<file path="src/rtl/uart_rx_fifo.sv">
`default_nettype none
// ============================================================================
// Module   : uart_rx_fifo
// Summary  : Receive buffer behind the UART receiver core. Stores each
//            ack/err-qualified character with its error tag in a circular
//            FIFO and presents the head entry show-ahead to the bus side.
//            Reports fill count, threshold hit and sticky overflow.
//            Optional idle timeout enabled by macro UART_RX_FIFO_TIMEOUT_EN.
// Revision : 1.0 - initial release
// ============================================================================
module uart_rx_fifo #(
    parameter int DATA_BITS      = 8,
    parameter int DEPTH          = 16,
    parameter int ADDR_WIDTH     = 4,
    parameter int TIMEOUT_CYCLES = 4000
) (
    input  logic                  clk,
    input  logic                  rst,
    input  logic                  clr,
    input  logic [DATA_BITS-1:0]  rx_data,
    input  logic                  rx_ack,
    input  logic                  rx_err,
    input  logic                  rx_busy,
    input  logic                  rd_en,
    output logic [DATA_BITS-1:0]  rd_data,
    output logic                  rd_err,
    output logic                  empty,
    output logic                  full,
    output logic [ADDR_WIDTH:0]   count,
    input  logic [ADDR_WIDTH:0]   level,
    output logic                  level_hit,
    output logic                  overflow,
    input  logic                  ovf_clr,
    output logic                  timeout
);

    localparam logic [ADDR_WIDTH:0] c_FULL_COUNT = (ADDR_WIDTH+1)'(DEPTH);

    // Storage: MSB of each entry is the error tag
    logic [DATA_BITS:0]    mem_q [DEPTH];

    logic [ADDR_WIDTH-1:0] wr_ptr_q,    wr_ptr_d;
    logic [ADDR_WIDTH-1:0] rd_ptr_q,    rd_ptr_d;
    logic [ADDR_WIDTH:0]   count_q,     count_d;
    logic                  empty_q,     empty_d;
    logic                  full_q,      full_d;
    logic                  level_hit_q, level_hit_d;
    logic                  overflow_q,  overflow_d;

    logic                  w_wr_ev;
    logic                  w_rd_ev;
    logic                  w_wr_acc;
    logic                  w_drop;

    // Event decode: a write while full is only accepted if a pop frees a slot
    always_comb begin
        w_wr_ev  = rx_ack | rx_err;
        w_rd_ev  = rd_en & ~empty_q;
        w_wr_acc = w_wr_ev & (~full_q | w_rd_ev);
        w_drop   = w_wr_ev & full_q & ~w_rd_ev;
    end

    // Next-state for pointers, count, flags; flags derive from next count
    always_comb begin
        wr_ptr_d    = wr_ptr_q;
        rd_ptr_d    = rd_ptr_q;
        count_d     = count_q;
        overflow_d  = overflow_q;

        if (w_wr_acc) begin
            wr_ptr_d = wr_ptr_q + 1'b1;
        end
        if (w_rd_ev) begin
            rd_ptr_d = rd_ptr_q + 1'b1;
        end
        if (w_wr_acc && !w_rd_ev) begin
            count_d = count_q + 1'b1;
        end else if (!w_wr_acc && w_rd_ev) begin
            count_d = count_q - 1'b1;
        end

        // A new drop outranks a simultaneous clear request
        if (w_drop) begin
            overflow_d = 1'b1;
        end else if (ovf_clr) begin
            overflow_d = 1'b0;
        end

        if (clr) begin
            wr_ptr_d   = '0;
            rd_ptr_d   = '0;
            count_d    = '0;
            overflow_d = 1'b0;
        end

        empty_d     = (count_d == '0);
        full_d      = (count_d == c_FULL_COUNT);
        level_hit_d = (level != '0) && (count_d >= level);
    end

    // State registers
    always_ff @(posedge clk) begin
        if (rst) begin
            wr_ptr_q    <= '0;
            rd_ptr_q    <= '0;
            count_q     <= '0;
            empty_q     <= 1'b1;
            full_q      <= 1'b0;
            level_hit_q <= 1'b0;
            overflow_q  <= 1'b0;
        end else begin
            wr_ptr_q    <= wr_ptr_d;
            rd_ptr_q    <= rd_ptr_d;
            count_q     <= count_d;
            empty_q     <= empty_d;
            full_q      <= full_d;
            level_hit_q <= level_hit_d;
            overflow_q  <= overflow_d;
        end
    end

    // Entry storage; contents need no reset since pointers define validity
    always_ff @(posedge clk) begin
        if (!rst && !clr && w_wr_acc) begin
            mem_q[wr_ptr_q] <= {rx_err, rx_data};
        end
    end

    assign rd_data   = mem_q[rd_ptr_q][DATA_BITS-1:0];
    assign rd_err    = mem_q[rd_ptr_q][DATA_BITS];
    assign empty     = empty_q;
    assign full      = full_q;
    assign count     = count_q;
    assign level_hit = level_hit_q;
    assign overflow  = overflow_q;

`ifdef UART_RX_FIFO_TIMEOUT_EN
    localparam int c_TO_W = (TIMEOUT_CYCLES > 2) ? $clog2(TIMEOUT_CYCLES) : 1;
    localparam logic [c_TO_W-1:0] c_TO_LAST = c_TO_W'(TIMEOUT_CYCLES - 1);

    logic [c_TO_W-1:0] idle_q, idle_d;
    logic              timeout_q, timeout_d;

    // Idle counter saturates at its last value and raises the sticky flag
    always_comb begin
        idle_d    = idle_q;
        timeout_d = timeout_q;
        if (clr) begin
            idle_d    = '0;
            timeout_d = 1'b0;
        end else if (w_wr_ev || w_rd_ev) begin
            idle_d    = '0;
            timeout_d = 1'b0;
        end else if (rx_busy || empty_q) begin
            idle_d    = '0;
        end else if (idle_q == c_TO_LAST) begin
            timeout_d = 1'b1;
        end else begin
            idle_d    = idle_q + 1'b1;
        end
    end

    // Timeout registers
    always_ff @(posedge clk) begin
        if (rst) begin
            idle_q    <= '0;
            timeout_q <= 1'b0;
        end else begin
            idle_q    <= idle_d;
            timeout_q <= timeout_d;
        end
    end

    assign timeout = timeout_q;
`else
    // Receiver busy only qualifies the timeout, which is compiled out here
    logic w_unused_busy;
    assign w_unused_busy = rx_busy;
    assign timeout       = 1'b0;
`endif

endmodule
`default_nettype wire

</file>
<file path="config.mk">
export PLATFORM = sky130hd
export DESIGN_NAME = uart_rx_fifo
export DESIGN_NICKNAME = d
export VERILOG_FILES = /design/src/rtl/uart_rx_fifo.sv
export SDC_FILE = /design/constraint.sdc
export NUM_CORES = 1
export LEC_CHECK = 0
export ABC_AREA = 1
export CORE_MARGIN = 1
export CORE_UTILIZATION = 35
export DETAILED_ROUTE_END_ITERATION = 8
export PLACE_DENSITY_LB_ADDON = 0.25
export SYNTH_ARGS = -nofsm -noshare
export SYNTH_HDL_FRONTEND = slang
export SYNTH_SLANG_ARGS = --single-unit
</file>
<file path="constraint.sdc">
create_clock -name clk -period 2.85 [get_ports clk]
set_clock_uncertainty 0.1 [all_clocks]
set_input_delay 0.855 -clock clk [delete_from_list [all_inputs] [get_ports clk]]
set_output_delay 0.855 -clock clk [all_outputs]
set_load 0.02 [all_outputs]
</file>
-- Word level (Yosys, flattened, before mapping)
Memory sizes are Yosys's and may differ from the RTL's. A register that Yosys moved wholly into a read port is not among the register bits.
Index checks and enable logic that the tools add are counted.
- bits in writable memories: 144
- flip-flop bits (word level): 17
- logic and storage cells: 45
- output and inout port bits: 19
- memories: 1
- memories (memory ; words ; width ; read ports ; clocked after Yosys merged registers in ; write ports ; line ; source):
    mem_q ; 16 ; 9 ; 1 ; 1 ; 1 ; 40 ; logic [DATA_BITS:0] mem_q [DEPTH];
- $lt $le $gt $ge: 1
- eq/ne operators: 1
- reduce and logical (&&, ||, !) cells: 13
- add/subtract/negate cells: 4
- bitwise gates (word level): 9
- mux-type cells: 9
- operators by type and width (operator ; number):
    two-way mux 5 bit ; 3
    adder 4 x 1 -> 4 bit (second input constant) ; 2
    two-way mux 4 bit ; 2
    adder 5 x 1 -> 5 bit (second input constant) ; 1
    == test 5 bit (second input constant) ; 1
    >= comparator 5 bit ; 1
    logical AND 1 bit ; 5
    zero test 5 bit ; 1
    nonzero test 5 bit ; 1
    subtractor 5 x 1 -> 5 bit (second input constant) ; 1
    bitwise AND 1 bit ; 4
    zero test 1 bit ; 4
    two-way mux 1 bit ; 4
    NOT 1 bit ; 3
    OR 1 bit ; 2
    nonzero test 2 bit ; 1
    OR reduction 2 bit ; 1

-- Logic depth before layout (Yosys ltp)
Gate-level depths: netlist (run 1).
- word-level depth: 11
- mapped depth: 14

-- Worst setup path before layout (run 1)
Ideal clock, no wire load.
- path kind: input -> register
- start point: in rx_err
- end point: reg level_hit_q, in the netlist level_hit
- setup time: 117 ps
- cell stages on the path: 13
- path slack: 430 ps
- arrival time: 2203 ps
- path buffers: 0
- cell sequence: inv_1 -> nand2_4 -> nor2_4 -> nand3_2 -> o21ai_1 -> nand3_1 -> nand2_1 -> inv_1 -> ha_1 -> a21oi_1 -> o221ai_1 -> a21oi_1 -> nor2_1
- word-level cells in the longest chain between the ends: 9
- elaborated cells between the ends (all ways): 10
- ends and longest elaborated chain (what ; line ; source):
    start: declaration ; 22 ; input logic rx_err,
    OR 1 bit * ; 57 ; w_wr_ev = rx_ack | rx_err;
    bitwise AND 1 bit * ; 59 ; w_wr_acc = w_wr_ev & (~full_q | w_rd_ev);
    zero test 1 bit ; 78 ; end else if (!w_wr_acc && w_rd_ev) begin
    logical AND 1 bit ; 78 ;
    two-way mux 5 bit ; 78 ;
    two-way mux 5 bit * ; 76 ; if (w_wr_acc && !w_rd_ev) begin
    two-way mux 5 bit * ; 89 ; if (clr) begin
    net count_d[4] ; 44 ; logic [ADDR_WIDTH:0] count_q, count_d;
    >= comparator 5 bit * ; 98 ; level_hit_d = (level != '0) && (count_d >= level);
    logical AND 1 bit * ; 98 ;
    end signal: assignment ; 117 ; level_hit_q <= level_hit_d;
    end: declaration ; 47 ; logic level_hit_q, level_hit_d;
The timed path passes the listed nets; every way through them passes the cells marked *.
A chain may end at the register's enable or synchronous reset.

==> impl_results.md, run 1 <==
* Status: finished with violations
* Failing checks: negative setup slack
* Worst EP arrival at around 1.9 ns
* Final worst path period share at 1.00
* ANT cells at 0
* Core area at 19000 sq um
* DPL Wire Length at roughly 11 mm
* Startpoint Class: flip-flop
* Adder and majority gate portion of the synthesized area at 0.0218
* Layout area overhead at 25.0%
* Buffers plus inverters on the worst setup path at 2
* Setup total negative slack at -0.00503 ns
* DRC Markers at 0
* Simple-gate area share of the yosys netlist at 0.130
* Mapped Nets at a little over 600
* Async SR Flop Fraction at 0
* Overflow after GRT at 0
* Most common cell in the netlist: edfxtp_1
* Fin area at about 8600 sq um
* Hold Path Class: flip-flop to flip-flop
* Largest family of logic cells by synthesized area: simple AND/OR/NAND/NOR gates
* Mux cell area share after synthesis at 0
* Number of global-route vias before repair at about 4800
* XOR/XNOR Fraction of Synth Area at 0.00381
* Yosys top cell by area: edfxtp_1
* Cell chain of the critical path: buf_8 > o21ai_0 > o22ai_1 > o211ai_1 > nand2_1 > clkdlybuf4s15_2
* First-pass GRT wire length at approximately 26 mm
* Fin nets at ~700
* Ys flop type: edfxtp_1
* Dpl ws at -0.286 ns
* CTS H-tree lvls at 4
* WL met3 at ~1.0 mm
* Hold violation count in the final report at 0
* CTS max path bufs at 2
* Clock Pin Slew Worst Setup and Hold Paths at ~0.07 ns
* Vias per cell at around 5.0
* Syn. warnings at 0
* Crit Path Class: flip-flop to output pin
* Detail Route Antenna Nets at 0
* CP Max Fanout at 18
* Initial Utilization at 0.363
* Final Slew Violations at 0
* MaxCap Viol Count at 0
* Hold buffer count at cts at 0
* CP max stage cell: dfxtp_4
* RSZ-0062 raised after global routing: true
* IO Count at 40
* Wire per inst at between 15 and 20 microns
* Relative slew slack at 0.621
* Setup violators final at 1
* WL met2 at ~8.4 mm
* Die Wd at roughly 140 microns
* Synth Cell Area at slightly below 7000 sq um
* CTS tree: built
* Largest net degree at the start of global routing at 32
* FP Rows at 50
* DR top layer: met4
* Post-synth EDFFs at 144
* Synth top area cells: edfxtp_1 63%, dfxtp_1 6.1%, nor2_1 5.9%, o21ai_0 4.6%, o221ai_1 3.9%
* Placed Area at ~8000 sq um
* CP required at 1.90 ns
* F_max at between 300 and 400 MHz
* Initial antenna violation count at 0
* Compound-cell area share of the yosys netlist at 0.117
* M1 WL at 7.13 mm
* Synth top cells by count: 144 x edfxtp_1, 108 x nor2_1, 64 x o21ai_0, 46 x nand2_1, 31 x o221ai_1
* Syn avg cell area at ~12 sq um
* Sink Count at ~170
* Slack of the critical path at -0.00503 ns
* Reg2reg start: count[0]
* Leak at slightly above 3 nW
* Synth cell types at 34
* Clk_lat worst skew at 0.42 ns
* Area share of the largest cell type after synthesis at 0.627
* Tightest Pin Transition at between 0.5 and 0.6 ns
* Total CTS buffers at 17
* PwrDens at 612 nW/um^2
* Min Tclk post-route at approximately 2.9 ns
* Routed wire length at 17.0 mm
* Total die area at 20300 sq um
* Worst path top cell family by delay: compound AO/OA/AOI/OAI gates
* Die Y at 142 microns
* Max incr delay on CP at approximately 0.38 ns
* Mapped Cells at about 580
* TritonRoute pass-1 iters at 7
* Clk root buf: clkbuf_16
* Synthesized flop and latch total at about 170
* Share of cells above drive strength 1 at 0.197
* Initial drt markers at 299
* I/O Buffers at 37
* Maximum VDD drop at about 0.44 mV
* CP endpoint kind: output pin
* Routability cong. at slightly above 0.8
* Part of the Yosys area used for sequential elements at 0.688
* Hold path start: overflow
* Total track usage at 0.178
* Detailed-route via count at around 4700
[area by class of cell]
type                       instances  area, sq um
tap                              260          325
clock inverter                    14          128
sequential                       165         4750
fill                            1739        10400
timing repair buffer              96          937
clock buffer                      18          429
inverter                          38          154
multi-input combinational        348         1900
[layout by cell type, fill, tap and decap left out, types with 4 or more instances in the layout]
cell             netlist  final
o211ai_1               6      6
nand2_2                5      5
a21oi_1                9      9
nor2_1               108    104
o21ai_1               13     15
dfxtp_1               21     19
buf_4                  2     50
ha_1                  12     12
buf_12                 0      8
o221ai_1              31     31
clkdlybuf4s50_1        0     28
inv_2                  9      7
clkbuf_16              0     18
inv_6                  0      4
o21ai_0               64     61
o22ai_1                6      6
nor2_2                 3      7
nand3_1               23     23
edfxtp_1             144    144
nand2_1               46     46
inv_1                 28     27
[through the flow]
stage / hold WS [ns] / power [W] / util / std cells
after detailed placement: 0.370 / 0.00315 / 0.419 / 903
after global routing: 0.424 / 0.00544 / 0.453 / 939
after CTS: 0.392 / 0.00530 / 0.450 / 938
after floorplan: 0.355 / 0.00295 / - / 579
final: 0.384 / 0.00527 / 0.453 / 939
after global placement: 0.370 / 0.00314 / 0.419 / 903
[path summary, 6_finish.rpt]
kind                              endpoint  slack [ns]  cells after the start
worst min register to register    overflow        0.38                      2
worst min-delay path              overflow        0.38                      2
worst max register to register   level_hit        0.54                     13
worst max-delay path            rd_data[1]      -0.005                      6
[where the power goes]
group	switching (W)	leakage, nW	total (W)	internal [W]
registers	0.0000229	1.47	0.00267	0.00265
clock network	0.000958	0.270	0.00217	0.00121
logic	0.000256	1.33	0.000436	0.000180
[state kept, by name, indices dropped and copies added, names as in the netlist, named ones only]
| register | cells |
|---|---|
| level_hit | 1 |
| full | 1 |
| count | 5 |
| empty | 1 |
| overflow | 1 |
| wr_ptr_q | 4 |
| mem_q | 144 |
| rd_ptr_q | 4 |
[layer usage]
metal,vias up,GRT usage
li1,2269,-
met1,2253,0.214
met2,170,0.302
met3,36,0.0414
met4,0,0.0826
met5,-,0
[worst register-to-register path, cell delays in order, from the launching register on]
cell and delay (ns):
dfxtp_1 0.49, inv_1 0.12, ha_1 0.25, nand3_2 0.09
nor2_1 0.04, nand2_1 0.07, nand3_1 0.10, nand2_1 0.11
inv_1 0.05, ha_1 0.32, a21oi_1 0.15, o221ai_1 0.12
a21oi_1 0.13, nor2_1 0.05
[kinds of logic after synthesis]
logic type / after synthesis
XOR/XNOR: 3
buffers and inverters: 66
AO/OA/AOI/OAI: 131
flip-flops: 165
AND/OR/NAND/NOR: 201
adder cells (fa/ha/maj): 12
other: 1
[what timing repair did]
item                                    in CTS  in global routing
pin swaps                                    2                  4
cloned                                       1                  1
resized for setup                           41                 17
buffers inserted                             2                  0
endpoints found under the setup margin       9                 27
Note: power is estimated with default switching activity, not from simulation.
==> run 2, diff against run 1 <==
--- a/config.mk
+++ b/config.mk
@@ -6,6 +6,7 @@
 export NUM_CORES = 1
 export LEC_CHECK = 0
 export ABC_AREA = 1
+export ABC_CLOCK_PERIOD_IN_PS = 2850
 export CORE_MARGIN = 1
 export CORE_UTILIZATION = 35
 export DETAILED_ROUTE_END_ITERATION = 8
==> results of run 2 <==
Final layout, timing and power as in run 1 (identical DEF).
